--- config.mk ---
export PLATFORM = sky130hd
export DESIGN_NAME = rf_level_stack_flat
export DESIGN_NICKNAME = d
export VERILOG_FILES = /design/src/rtl/rf_level_stack_if.sv /design/src/rtl/rf_level_stack.sv /design/src/flat_wrapper.sv
export SDC_FILE = /design/constraint.sdc
export NUM_CORES = 1
export LEC_CHECK = 0
export BUFFER_PORTS_ARGS = -buffer_cell sky130_fd_sc_hd__buf_2
export CAP_MARGIN = 20
export CORE_MARGIN = 3
export CORE_UTILIZATION = 52
export CTS_BUF_LIST = sky130_fd_sc_hd__clkbuf_16
export CTS_CLUSTER_SIZE = 14
export DETAILED_ROUTE_END_ITERATION = 16
export HOLD_SLACK_MARGIN = 0.12
export PLACE_DENSITY = 0.9
export SLEW_MARGIN = 20
export SYNTH_ARGS = -nofsm -noshare
export SYNTH_HDL_FRONTEND = slang
export SYNTH_SLANG_ARGS = --single-unit
--- constraint.sdc ---
create_clock -name clk -period 2.7 [get_ports clk]
set_input_delay 0.405 -clock clk [delete_from_list [all_inputs] [get_ports clk]]
set_output_delay 0.405 -clock clk [all_outputs]
set_load 0.01 [all_outputs]
--- src/rtl/rf_level_stack_if.sv ---
// Bus between the interrupt controller / decode (master) and rf_level_stack (slave),
// carrying the irq/mret handshake and the level/ra-write outputs routed to rf_stack.
interface rf_level_stack_if #(
  parameter int unsigned PrioNum = 8,
  parameter int unsigned RegW    = 32
);
  localparam int unsigned PrioW = $clog2(PrioNum);

  logic             irqValid;
  logic [PrioW-1:0] irqPrio;
  logic             irqReady;
  logic             mretValid;
  logic [PrioW-1:0] level;
  logic             writeRaEn;
  logic [RegW-1:0]  raData;
  logic [PrioW:0]   depth;
  logic             underflow;

  modport master (
    output irqValid, irqPrio, mretValid,
    input  irqReady, level, writeRaEn, raData, depth, underflow
  );

  modport slave (
    input  irqValid, irqPrio, mretValid,
    output irqReady, level, writeRaEn, raData, depth, underflow
  );
endinterface

--- src/rtl/rf_level_stack.sv ---
// Priority-level tracker for the banked register file: LIFO of preempted levels plus a
// one-cycle ra write on entry. Define RF_LEVEL_TAIL_CHAIN_EN to merge a coincident mret+irq.
module rf_level_stack #(
  parameter int unsigned PrioNum     = 8,
  parameter logic [31:0] ReturnMagic = 32'hFFFF_FFFF
) (
  input  logic            clk,
  input  logic            reset,
  rf_level_stack_if.slave bus
);
  localparam int unsigned PrioW  = $clog2(PrioNum);
  localparam int unsigned DepthW = PrioW + 1;
  localparam int unsigned RegW   = 32;

  typedef enum logic {IDLE, ENTRY} state_e;

  state_e            state_q;
  logic [PrioW-1:0]  level_q;
  logic [DepthW-1:0] depth_q;
  logic              write_ra_en_q;
  logic [RegW-1:0]   ra_data_q;
  logic              underflow_q;
  logic [PrioW-1:0]  stack_q [PrioNum];

  logic              idle_c;
  logic              pop_ok_c;
  logic              chain_c;
  logic              accept_c;
  logic [PrioW-1:0]  top_idx_c;
  logic [PrioW-1:0]  top_c;

  // Accept/pop decode; top_c is only meaningful when depth_q is non-zero.
  always_comb begin
    top_idx_c = PrioW'(depth_q - DepthW'(1));
    top_c     = stack_q[top_idx_c];
    idle_c    = (state_q == IDLE);
    pop_ok_c  = idle_c && bus.mretValid && (depth_q != '0);
`ifdef RF_LEVEL_TAIL_CHAIN_EN
    chain_c   = pop_ok_c && bus.irqValid && (bus.irqPrio > top_c);
`else
    chain_c   = 1'b0;
`endif
    accept_c  = (bus.irqValid && (bus.irqPrio > level_q) && idle_c && !bus.mretValid)
                || chain_c;
  end

  // Preempted-level storage; a tail chain keeps the existing top, so no push.
  always_ff @(posedge clk) begin
    if (accept_c && !chain_c) begin
      stack_q[depth_q[PrioW-1:0]] <= level_q;
    end
  end

  always_ff @(posedge clk or negedge reset) begin
    if (!reset) begin
      state_q       <= IDLE;
      level_q       <= '0;
      depth_q       <= '0;
      write_ra_en_q <= 1'b0;
      ra_data_q     <= '0;
      underflow_q   <= 1'b0;
    end else begin
      write_ra_en_q <= 1'b0;
      ra_data_q     <= '0;
      case (state_q)
        IDLE: begin
          if (accept_c) begin
            state_q       <= ENTRY;
            level_q       <= bus.irqPrio;
            write_ra_en_q <= 1'b1;
            ra_data_q     <= ReturnMagic;
            if (!chain_c) begin
              depth_q <= depth_q + DepthW'(1);
            end
          end else if (pop_ok_c) begin
            level_q <= top_c;
            depth_q <= depth_q - DepthW'(1);
          end else if (bus.mretValid) begin
            underflow_q <= 1'b1;
          end
        end
        ENTRY: begin
          // An mret here cannot belong to the handler being entered.
          state_q <= IDLE;
          if (bus.mretValid) begin
            underflow_q <= 1'b1;
          end
        end
        default: state_q <= IDLE;
      endcase
    end
  end

  assign bus.irqReady  = accept_c;
  assign bus.level     = level_q;
  assign bus.depth     = depth_q;
  assign bus.writeRaEn = write_ra_en_q;
  assign bus.raData    = ra_data_q;
  assign bus.underflow = underflow_q;

  // Strictly increasing priorities bound the number of stacked levels.
  assert property (@(posedge clk) disable iff (!reset) depth_q <= DepthW'(PrioNum - 1));

endmodule

--- src/flat_wrapper.sv ---
// flat-port wrapper written by rule: the top's interface ports become plain ports
module rf_level_stack_flat 
#(
  parameter int unsigned PrioNum     = 8,
  parameter logic [31:0] ReturnMagic = 32'hFFFF_FFFF
)
  (clk, reset, bus_irqValid, bus_irqPrio, bus_mretValid, bus_irqReady, bus_level, bus_writeRaEn, bus_raData, bus_depth, bus_underflow);
  rf_level_stack_if #(.PrioNum(PrioNum), .RegW(32)) bus_i ();
  input  logic clk;
  input  logic reset;
  input wire logic [$bits(bus_i.irqValid)-1:0] bus_irqValid;
  input wire logic [$bits(bus_i.irqPrio)-1:0] bus_irqPrio;
  input wire logic [$bits(bus_i.mretValid)-1:0] bus_mretValid;
  output wire logic [$bits(bus_i.irqReady)-1:0] bus_irqReady;
  output wire logic [$bits(bus_i.level)-1:0] bus_level;
  output wire logic [$bits(bus_i.writeRaEn)-1:0] bus_writeRaEn;
  output wire logic [$bits(bus_i.raData)-1:0] bus_raData;
  output wire logic [$bits(bus_i.depth)-1:0] bus_depth;
  output wire logic [$bits(bus_i.underflow)-1:0] bus_underflow;
  assign bus_i.irqValid = bus_irqValid;
  assign bus_i.irqPrio = bus_irqPrio;
  assign bus_i.mretValid = bus_mretValid;
  assign bus_irqReady = bus_i.irqReady;
  assign bus_level = bus_i.level;
  assign bus_writeRaEn = bus_i.writeRaEn;
  assign bus_raData = bus_i.raData;
  assign bus_depth = bus_i.depth;
  assign bus_underflow = bus_i.underflow;
  rf_level_stack #(.PrioNum(PrioNum), .ReturnMagic(ReturnMagic)) u_core (.clk(clk), .reset(reset), .bus(bus_i));
endmodule
==> flow_summary.html <==
<table>
<tr><th>Metric</th><th>Value</th></tr>
<tr><th colspan="2">Logic synthesis</th></tr>
<tr><td>Average cell area after synthesis</td><td>~14 um^2</td></tr>
<tr><td>Post-synthesis instance total</td><td>132</td></tr>
<tr><td>Net count of the mapped netlist</td><td>144</td></tr>
<tr><td>Seq cells post-synth</td><td>33</td></tr>
<tr><td>Proportion of register bits with asynchronous set or reset after synthesis</td><td>~27%</td></tr>
<tr><td>Ys flop type</td><td>edfxtp_1</td></tr>
<tr><td>Cell area after technology mapping</td><td>roughly 0.0018 mm^2</td></tr>
<tr><td>Yosys Warn Count</td><td>0</td></tr>
<tr><td>EDFF count, synth</td><td>24</td></tr>
<tr><td>Post-synthesis cell type count</td><td>30</td></tr>
<tr><td>Sequential cell area fraction in the yosys report</td><td>a little over half</td></tr>
<tr><th colspan="2">Critical path</th></tr>
<tr><td>Longest individual stage delay on the worst path</td><td>~0.61 ns</td></tr>
<tr><td>Worst Path Arrival</td><td>2.65 ns</td></tr>
<tr><td>Max Fanout on Critical Path</td><td>6</td></tr>
<tr><td>Cell type of the slowest stage on the worst timing path</td><td>mux4_1</td></tr>
<tr><td>Length in cells of the worst reg-to-reg path</td><td>7</td></tr>
<tr><td>Stages on worst setup path</td><td>7</td></tr>
<tr><td>Startpoint kind of the worst setup timing path</td><td>flip-flop</td></tr>
<tr><td>Worst path bufs/invs</td><td>1</td></tr>
<tr><td>CP Capture Type</td><td>flip-flop</td></tr>
<tr><td>Required time of the critical path</td><td>2.86 ns</td></tr>
<tr><td>Category of the most critical setup path</td><td>reg2reg</td></tr>
<tr><td>Chain of cells forming the critical path</td><td>inv_1 &gt; ha_1 &gt; xor2_2 &gt; mux4_1 &gt; mux2_2 &gt; mux2i_1 &gt; o21ai_1</td></tr>
<tr><td>Cell family with most CP delay</td><td>multiplexers</td></tr>
<tr><th colspan="2">Drt</th></tr>
<tr><td>Residual DRC</td><td>0</td></tr>
<tr><td>DR iter-0 viols</td><td>60</td></tr>
<tr><td>Routed via count divided by cell count</td><td>~5.3</td></tr>
<tr><td>DRT antenna net count</td><td>0</td></tr>
<tr><td>Drt total wl</td><td>~3.6 mm</td></tr>
<tr><td>First-pass DRT Iterations</td><td>4</td></tr>
<tr><td>Routed vias</td><td>roughly 1,100</td></tr>
<tr><td>Routed wire length per instance</td><td>roughly 17 um</td></tr>
<tr><th colspan="2">Timing</th></tr>
<tr><td>Clock skew after layout</td><td>0.003479 ns</td></tr>
<tr><td>Final sum of negative setup slack</td><td>0 ns</td></tr>
<tr><td>Total count of hold-check failures in the final report</td><td>0</td></tr>
<tr><td>Fmax</td><td>between 400 and 500 MHz</td></tr>
<tr><td>Minimum period implied by the final worst setup slack</td><td>about 2.5 ns</td></tr>
<tr><td>Final setup fails</td><td>0</td></tr>
<tr><td>Fin crit share</td><td>between 90% and 100%</td></tr>
<tr><td>Number of slew-limit violations in the final report</td><td>0</td></tr>
<tr><td>Slew at the pin with the worst max-slew slack</td><td>between 0.5 and 0.6 ns</td></tr>
<tr><td>Rel. slew slack</td><td>a little over three fifths</td></tr>
<tr><td>Unrepaired setup endpoints after global routing</td><td>false</td></tr>
<tr><th colspan="2">Floorplan</th></tr>
<tr><td>Initial core utilization</td><td>between 50% and 60%</td></tr>
<tr><td>Chip Width</td><td>~65 um</td></tr>
<tr><td>Core Footprint</td><td>~0.0032 mm^2</td></tr>
<tr><td>IO Pins</td><td>49</td></tr>
<tr><td>Die Outline Area</td><td>0.004191 mm^2</td></tr>
<tr><td>Chip height</td><td>64.74 um</td></tr>
<tr><td>Row count</td><td>20</td></tr>
<tr><th colspan="2">GRT</th></tr>
<tr><td>First-pass GRT wire length</td><td>5.678 mm</td></tr>
<tr><td>Via count of the first global-routing pass</td><td>roughly 1,100</td></tr>
<tr><td>Total global routing track utilization</td><td>around a fifth</td></tr>
<tr><td>Antenna violations before repair</td><td>0</td></tr>
<tr><td>Largest net degree at the start of global routing</td><td>35</td></tr>
<tr><td>Congestion Overflow GR</td><td>0</td></tr>
<tr><th colspan="2">Worst hold path</th></tr>
<tr><td>Worst min-delay path category</td><td>in2reg</td></tr>
<tr><td>Worst hold path cell count</td><td>3</td></tr>
<tr><th colspan="2">Clocking</th></tr>
<tr><td>Worst-Skew Late Latency</td><td>0.27 ns</td></tr>
<tr><td>Clock tree from TritonCTS</td><td>built</td></tr>
<tr><td>Clock sink count</td><td>33</td></tr>
<tr><td>Root cell of the clock tree</td><td>clkbuf_16</td></tr>
<tr><td>Clock buffer count from CTS</td><td>5</td></tr>
<tr><td>Clk pin slew, worst setup/hold paths</td><td>approximately 0.050 ns</td></tr>
<tr><td>Post-CTS repair timing setup buffer count</td><td>0</td></tr>
<tr><td>Number of buffers on the longest clock path</td><td>2</td></tr>
<tr><td>Deepest level of the CTS H-tree</td><td>2</td></tr>
<tr><th colspan="2">Final layout</th></tr>
<tr><td>Fraction of layout cells with a size suffix above 1</td><td>44.51%</td></tr>
<tr><td>Layout net count</td><td>175</td></tr>
<tr><td>Fill cell total of the finished layout</td><td>around 230</td></tr>
<tr><td>Inserted Diodes</td><td>0</td></tr>
<tr><td>Final non-filler cell area</td><td>0.002068 mm^2</td></tr>
<tr><td>Signed area change from the synthesized netlist to the final layout</td><td>15.27%</td></tr>
<tr><th colspan="2">Place</th></tr>
<tr><td>Post-DP Area</td><td>approximately 0.0019 mm^2</td></tr>
<tr><td>Final weighted congestion of routability-driven global placement</td><td>~0.87</td></tr>
<tr><td>Count of buffers from port buffering</td><td>48</td></tr>
<tr><td>Sum of net half-perimeters after detailed placement</td><td>2.517 mm</td></tr>
<tr><th colspan="2">Power and ir drop</th></tr>
<tr><td>Standby leakage power</td><td>around 0.91 nW</td></tr>
<tr><td>Maximum vdd ir drop</td><td>approximately 0.6 mV</td></tr>
<tr><td>Ratio of total power to cell area</td><td>approximately 1200 mW/mm^2</td></tr>
<tr><th colspan="2">Run</th></tr>
<tr><td>Max-Cap Viols</td><td>0</td></tr>
<tr><th colspan="2">Status</th></tr>
<tr><td>Result of the run</td><td>complete, no violations</td></tr>
</table>
[power breakdown]
group          leakage, nW  internal [mW]  switching [mW]  total (mW)
logic                0.515          0.507           0.620        1.13
clock network       0.0775          0.431           0.194       0.624
registers            0.322          0.680          0.0502       0.731
total                0.915           1.62           0.864        2.48
[synth_stat cells, types with 2 or more instances]
cell	count	area [um^2]
buf_6	2	22.52
nand2_1	7	26.28
inv_1	8	30.03
xnor2_1	3	26.28
nand3_1	2	10.01
a21oi_1	2	10.01
dfrtp_1	9	225.2
mux2_2	3	33.78
nor4b_1	3	26.28
o21ai_1	2	10.01
o311ai_1	3	26.28
buf_4	33	247.7
edfxtp_1	24	720.7
nor3_1	3	15.01
ha_1	5	62.56
mux4_1	6	157.7
nor2_1	3	11.26
mux2i_1	2	20.02
[layer usage]
metal	GRT usage, %	routed length [um]	vias up
li1	-	-	512
met1	23.99	1491	545
met2	29.50	1822	29
met3	7.106	177	6
met4	8.179	64	0
met5	0	0	-
[cell usage in the layout, fill, tap and decap left out]
cell type      Yosys  final
a21o_1             1      1
a21oi_1            2      2
a21oi_2            1      1
a22oi_1            1      1
a41oi_1            1      1
buf_2              0     48
buf_4             33     12
bufinv_16          0      1
clkbuf_16          0      5
clkinv_1           0      1
clkinvlp_4         0      1
dfrtp_1            9      9
dlygate4sd3_1      0      1
edfxtp_1          24     24
ha_1               5      5
inv_1              8      8
mux2_2             3      3
mux2i_1            2      2
mux4_1             6      6
nand2_1            7      7
nand3_1            2      2
nor2_1             3      3
nor2b_1            1      1
nor3_1             3      3
nor3b_1            1      1
nor4_1             1      1
nor4b_1            3      3
o21ai_0            1      1
o21ai_1            2      2
o311a_4            1      1
o311ai_1           3      3
xnor2_1            3      3
xor2_2             1      1
[cell families after synthesis]
| family | after synthesis | synth area share, % |
|---|---|---|
| compound gates | 13 | 5.858 |
| xor+xnor | 4 | 2.372 |
| flops | 33 | 52.72 |
| fa+ha+maj | 5 | 3.487 |
| buf+inv | 45 | 17.71 |
| mux | 11 | 11.79 |
| simple gates | 21 | 6.068 |
[through the flow]
step / total power, mW / util [%] / hold WS, ns / cells / setup WS [ns]
after floorplan: 1.646 / - / 0.1094 / 132 / 0.2507
after global placement: 1.789 / 59.53 / 0.2628 / 199 / 0.4077
after detailed placement: 1.848 / 59.53 / 0.2722 / 199 / 0.2990
after CTS: 2.502 / 65.08 / 0.3702 / 208 / 0.2336
after global routing: 2.633 / 65.08 / 0.3816 / 208 / 0.1307
final: 2.482 / 65.08 / 0.3769 / 208 / 0.2089
[flip-flops by register name, indices dropped and copies added (netlist names)]
| register | flops |
|---|---|
| u_core.bus.depth | 4 |
| u_core.stack_q | 24 |
| u_core.bus.underflow | 1 |
| u_core.bus.level | 3 |
| u_core.bus.raData | 1 |
[path summary, 6_finish.rpt]
kind / endpoint / from / slack (ns)
setup / recovery: u_core.bus.level[0] / u_core.bus.depth[0] / 0.21
hold / removal: u_core.bus.level[1] / bus_irqPrio[1] / 0.38
setup reg to reg: u_core.bus.level[0] / u_core.bus.depth[0] / 0.21
hold reg to reg: u_core.bus.underflow / u_core.bus.underflow / 0.45
max in group asynchronous: u_core.bus.level[1] / reset / 2.01
min in group asynchronous: u_core.bus.depth[1] / reset / 0.51
[tightest hold or removal path, delay by kind of cell]
kind,cells,cell delay (ns)
buffers and inverters,1,0.09
AND/OR/NAND/NOR,1,0.04
AO/OA/AOI/OAI,1,0.07
[final cells by class]
class	count	area [um^2]	area share [%]
Clock buffer	5	125.1	6.050
Timing Repair Buffer	61	340.3	16.45
Sequential cell	33	945.9	45.74
Multi-Input combinational cell	54	530.5	25.65
Clock inverter	3	41.29	1.996
Inverter	8	30.03	1.452
Tap cell	44	55.05	2.662
[repair_timing]
item	in CTS	in global routing
endpoints found under the hold margin	9	0
gates resized for setup	0	0
hold buffers	1	0
(Power assumes the default switching activity.)
